$ cat src/rtl/ex_mem_pkg.sv
// Shared definitions for the EX->MEM stage register: default widths, payload layout and width helper.
// The optional second (skid) entry is enabled by defining EX_MEM_SKID_EN.
package ex_mem_pkg;

    localparam int DATA_W_DFLT = 16;
    localparam int REG_W_DFLT  = 4;

    // Field order, most significant first: op1, op2, alu, r15, rd1, rd2, wb, mem.
    typedef struct packed {
        logic [DATA_W_DFLT-1:0] op1;
        logic [DATA_W_DFLT-1:0] op2;
        logic [DATA_W_DFLT-1:0] alu;
        logic [DATA_W_DFLT-1:0] r15;
        logic [REG_W_DFLT-1:0]  rd1;
        logic [REG_W_DFLT-1:0]  rd2;
        logic                   wb;
        logic                   mem;
    } payload_t;

    localparam int PAYLOAD_W = $bits(payload_t);

    function automatic int payloadW(input int dataW, input int regW);
        return 4 * dataW + 2 * regW + 2;
    endfunction

endpackage

$ cat src/rtl/ex_mem_skid_slot.sv
// One pipeline entry: payload register plus valid bit with load/clear controls.
// load has priority over clear so a same-cycle refill keeps the entry valid.
module ex_mem_skid_slot
    import ex_mem_pkg::*;
#(
    parameter int W = PAYLOAD_W
) (
    input  logic         clk,
    input  logic         rst,
    input  logic         load,
    input  logic         clear,
    input  logic [W-1:0] d,
    output logic [W-1:0] q,
    output logic         valid
);

    always_ff @(posedge clk) begin
        if (rst) begin
            q     <= '0;
            valid <= 1'b0;
        end else if (load) begin
            q     <= d;
            valid <= 1'b1;
        end else if (clear) begin
            valid <= 1'b0;
        end
    end

endmodule

$ cat src/rtl/ex_mem_stage.sv
// EX->MEM pipeline register with valid/ready handshake, stall, flush and bubble-gated controls.
// Define EX_MEM_SKID_EN to add a second FIFO entry so in_ready becomes a pure register output.
module ex_mem_stage
    import ex_mem_pkg::*;
#(
    parameter int DATA_W = DATA_W_DFLT,
    parameter int REG_W  = REG_W_DFLT
) (
    input  logic              clk,
    input  logic              rst,
    input  logic              flush,
    input  logic              in_valid,
    output logic              in_ready,
    input  logic [DATA_W-1:0] in_op1,
    input  logic [DATA_W-1:0] in_op2,
    input  logic [DATA_W-1:0] in_alu,
    input  logic [DATA_W-1:0] in_r15,
    input  logic [REG_W-1:0]  in_rd1,
    input  logic [REG_W-1:0]  in_rd2,
    input  logic              in_wb,
    input  logic              in_mem,
    output logic              out_valid,
    input  logic              out_ready,
    output logic [DATA_W-1:0] out_op1,
    output logic [DATA_W-1:0] out_op2,
    output logic [DATA_W-1:0] out_alu,
    output logic [DATA_W-1:0] out_r15,
    output logic [REG_W-1:0]  out_rd1,
    output logic [REG_W-1:0]  out_rd2,
    output logic              out_wb,
    output logic              out_mem
);

    localparam int PW = payloadW(DATA_W, REG_W);

    // Handshake: a beat moves on a rising edge when valid and ready are both high in
    // that cycle; valid never depends on ready, and flush cancels any same-cycle accept.
    logic          accept;
    logic          drain;
    logic [PW-1:0] inPayload;
    logic [PW-1:0] mIn;
    logic [PW-1:0] mQ;
    logic          mValid;
    logic          mLoad;
    logic          mClear;

    assign inPayload = {in_op1, in_op2, in_alu, in_r15, in_rd1, in_rd2, in_wb, in_mem};
    assign accept    = in_valid & in_ready & ~flush;
    assign drain     = mValid & out_ready;
    assign mClear    = flush | drain;

`ifdef EX_MEM_SKID_EN
    logic [PW-1:0] sQ;
    logic          sValid;
    logic          sLoad;
    logic          sClear;
    logic          mFromS;

    // Ready only reflects skid occupancy, so no path runs from out_ready to in_ready.
    assign in_ready = ~sValid;
    assign mFromS   = drain & sValid & ~flush;
    assign mIn      = mFromS ? sQ : inPayload;
    assign mLoad    = mFromS | (accept & (~mValid | (drain & ~sValid)));
    assign sLoad    = accept & mValid & (~drain | sValid);
    assign sClear   = flush | mFromS;

    ex_mem_skid_slot #(.W(PW)) skidSlot (
        .clk   (clk),
        .rst   (rst),
        .load  (sLoad),
        .clear (sClear),
        .d     (inPayload),
        .q     (sQ),
        .valid (sValid)
    );
`else
    assign in_ready = ~mValid | out_ready;
    assign mIn      = inPayload;
    assign mLoad    = accept;
`endif

    ex_mem_skid_slot #(.W(PW)) mainSlot (
        .clk   (clk),
        .rst   (rst),
        .load  (mLoad),
        .clear (mClear),
        .d     (mIn),
        .q     (mQ),
        .valid (mValid)
    );

    // Data fields hold stale values on a bubble; only the controls are gated.
    assign out_valid = mValid;
    assign out_op1   = mQ[2+2*REG_W+3*DATA_W +: DATA_W];
    assign out_op2   = mQ[2+2*REG_W+2*DATA_W +: DATA_W];
    assign out_alu   = mQ[2+2*REG_W+DATA_W   +: DATA_W];
    assign out_r15   = mQ[2+2*REG_W          +: DATA_W];
    assign out_rd1   = mQ[2+REG_W            +: REG_W];
    assign out_rd2   = mQ[2                  +: REG_W];
    assign out_wb    = mValid & mQ[1];
    assign out_mem   = mValid & mQ[0];

endmodule
$ cat config.mk
export PLATFORM = sky130hd
export DESIGN_NAME = ex_mem_stage
export DESIGN_NICKNAME = d
export VERILOG_FILES = /design/src/rtl/ex_mem_pkg.sv /design/src/rtl/ex_mem_skid_slot.sv /design/src/rtl/ex_mem_stage.sv
export SDC_FILE = /design/constraint.sdc
export NUM_CORES = 1
export LEC_CHECK = 0
export BUFFER_PORTS_ARGS = -buffer_cell sky130_fd_sc_hd__buf_2
export CORE_MARGIN = 3
export CORE_UTILIZATION = 38
export CTS_CLUSTER_SIZE = 30
export DETAILED_ROUTE_END_ITERATION = 8
export PLACE_DENSITY = 0.63
export SYNTH_ARGS = -nofsm -noshare
export SYNTH_HDL_FRONTEND = slang
export SYNTH_SLANG_ARGS = --single-unit
$ cat constraint.sdc
create_clock -name clk -period 2.5 [get_ports clk]
set_input_delay 0.125 -clock clk [delete_from_list [all_inputs] [get_ports clk]]
set_output_delay 0.125 -clock clk [all_outputs]
set_load 0.01 [all_outputs]
==> impl_metrics.toml <==
[timing]
fin_crit_ns = 1.55
setup_tns_ns = 0
holdWs_ns = 0.0424
slew_violations = 0
max_freq_ghz = 0.646
setup_violations = 0
slew_headroom_pct = 59.9
timing.final.ws_setup_ns = 0.952
fin_skew_ns = 0.00663
hold_violations = 0
period_share_pct = 61.9
worst_slew_pin_slew_ns = 0.601
rsz0062_at_grt = "false"

[final_layout]
utilization_pct = 44.8
nNetsFinal = 553
multi_input_area_um2 = 1720
fillers = 979
syn_to_final_growth_pct = 12.4
seqCellArea_um2 = 1500
n_antenna_cell = 0
drive_gt1_share_pct = 36.5
final_cell_area_um2 = 4460

[yosys]
netlist.area_leader.share_pct = 37.9
ys_seq_area_share_pct = 37.9
avgSynthCellArea_um2 = 9.92
synth-seq-cells = 75
netlist_area_um2 = 3970
syn_inst = 400
synth_top_cell_by_area = "dfxtp_1"
ys_types = 14
yosysWarnings = 0
netlist_top_cells_area = "dfxtp_1, nand2b_1, mux2i_1"
syn-num-nets = 479

[die]
num_rows = 36
die_x_um = 108
io_pins = 155
fp.coreArea_um2 = 9950
initial_utilization_pct = 39.8
die-area_um2 = 11700
die-height_um = 108

[worst_setup_path]
arrival_ns = 1.80
r2r_cells = 4
crit_chain = "dlygate4sd3_1 -> buf_2 -> nor3b_4 -> buf_4 -> mux2i_1"
critPathBufInv = 3
timing.rr.end = "mainSlot.q[34]"
crit_type = "in -> reg"
r2r_slack_ns = 0.95
crit_family = "buffers and inverters"
worstPathMaxFanout = 32
required_ns = 2.76
critical_path.startpoint_type = "input port"
cp-end-kind = "flip-flop"
critPathSlowestCell = "dlygate4sd3_1"
r2r-start = "mainSlot.valid"
slowest_delay_ns = 0.52

[clock_tree]
clk_pin_slew_ns = 0.08
cts_resized = 0
clock-sinks = 75
cts-root-buf = "clkbuf_8"
clock_latency_ns = 0.33
tritoncts = "yes"
clock_path_buffers = 2
numCtsBuffers = 9
cts_max_level = 3

[global_route]
antenna_found_initial = 0
grt_usage_pct = 12.5
grt_pass1_wl_um = 11700
grt-ovfl-total = 0
grt_pass1_vias = 2479
grt_max_degree = 90

[detailed_routing]
drt_iter0_drc = 99
vias = 2588
wire_per_inst_um = 12.1
remaining_drc_errors = 0
ant_nets = 0
vias_per_cell = 4.23
firstDrtPassIters = 4
routed_wl_um = 7430

[place]
place_hpwl_um = 5300
post-place-ws_ns = 0.951
place_congestion = 0.708
place_area_um2 = 4210
port-buffer-count = 154

[power]
ir_drop_mv = 0.270
p_leak_nw = 2.05
power.density_nw_per_um2 = 622

[min_path]
hold_class = "in -> reg"
min_from = "in_op2[15]"
whs_endpoint = "mainSlot.q[57]"
hold_depth = 3

[flow_run]
maxCapViolations = 0

[outcome]
status = "finished clean"
-- worst max path at each step --
stage	start	to	slack, ns	depth (start not counted)
detailed placement	mainSlot.valid	mainSlot.q[45]	0.95	4
floorplan	mainSlot.valid	mainSlot.q[10]	1.25	5
finish	flush	mainSlot.q[34]	0.95	5
CTS	mainSlot.valid	mainSlot.q[34]	0.93	4
global route	mainSlot.valid	mainSlot.q[47]	0.80	4
global placement	mainSlot.valid	mainSlot.q[39]	1.01	4
-- cells in the mapped netlist (all sizes together) --
| library cell | instances |
|---|---|
| nand2b | 148 |
| buf | 81 |
| dfxtp | 75 |
| mux2i | 74 |
| clkbuf | 15 |
| and2 | 2 |
| inv | 1 |
| nor2 | 1 |
| nor2b | 1 |
| nor3 | 1 |
| nor3b | 1 |
-- repair_timing --
action / CTS / global route
hold buffers: 1 / 0
hold endpoints to repair: 1 / 0
buffers inserted: 0 / 0
-- report_power, final --
part           internal, W  switching [W]  total (W)
sequential         0.00126      0.0000306    0.00129
combinational     0.000191       0.000166   0.000357
clock             0.000688       0.000438    0.00113
total              0.00214       0.000635    0.00277
-- kinds of logic after synthesis --
| group | synth area share [%] |
|---|---|
| and+or+nand+nor | 24.7 |
| DFF | 37.9 |
| buffers and inverters | 18.8 |
| muxes | 18.7 |
-- per-layer routing --
layer  vias to the layer above  wire length, um  part of all wire (%)  GRT usage (%)
met1                      1158             3130                    42           15.4
met5                         -                0                     0              0
met3                         9              513                   6.9           3.28
li1                       1342                -                     -              -
met4                         0              136                   1.8           5.59
met2                        79             3650                    49           20.4
-- cell type report --
type	instances	area share, %
Sequential cell	75	33.7
Timing Repair Buffer	159	18.5
Inverter	1	0.0842
Clock buffer	11	3.17
Multi-Input combinational cell	228	38.6
Clock inverter	5	2.25
Tap cell	133	3.73
-- state kept, by name, summed over array words and instances, names as in the netlist --
name,cells
mainSlot.q,74
mainSlot.valid,1
-- cell usage in the layout (no fill, tap or decap), drive strengths merged --
| cell type | count |
|---|---|
| and2 | 2 |
| clkinv | 2 |
| dlygate4sd3 | 1 |
| dfxtp | 75 |
| nor2 | 1 |
| mux2i | 74 |
| inv | 1 |
| nor2b | 1 |
| nor3 | 1 |
| clkbuf | 11 |
| buf | 158 |
| nand2b | 148 |
| nor3b | 1 |
| bufinv | 3 |
-- through the flow --
stage | total power [W] | cells
3_5_place_dp | 0.00168 | 595
6_report | 0.00277 | 612
3_3_place_gp | 0.00167 | 595
4_1_cts | 0.00284 | 612
2_1_floorplan | 0.00162 | 400
5_1_grt | 0.00293 | 612
-- worst register-to-register path, cell delays in order, from the launching register on --
cell and delay, ns:
dfxtp_1 0.33, nor2b_4 0.14, nor3b_4 0.22, buf_4 0.50
mux2i_1 0.28
No activity file was read; power rests on OpenSTA's default activity.
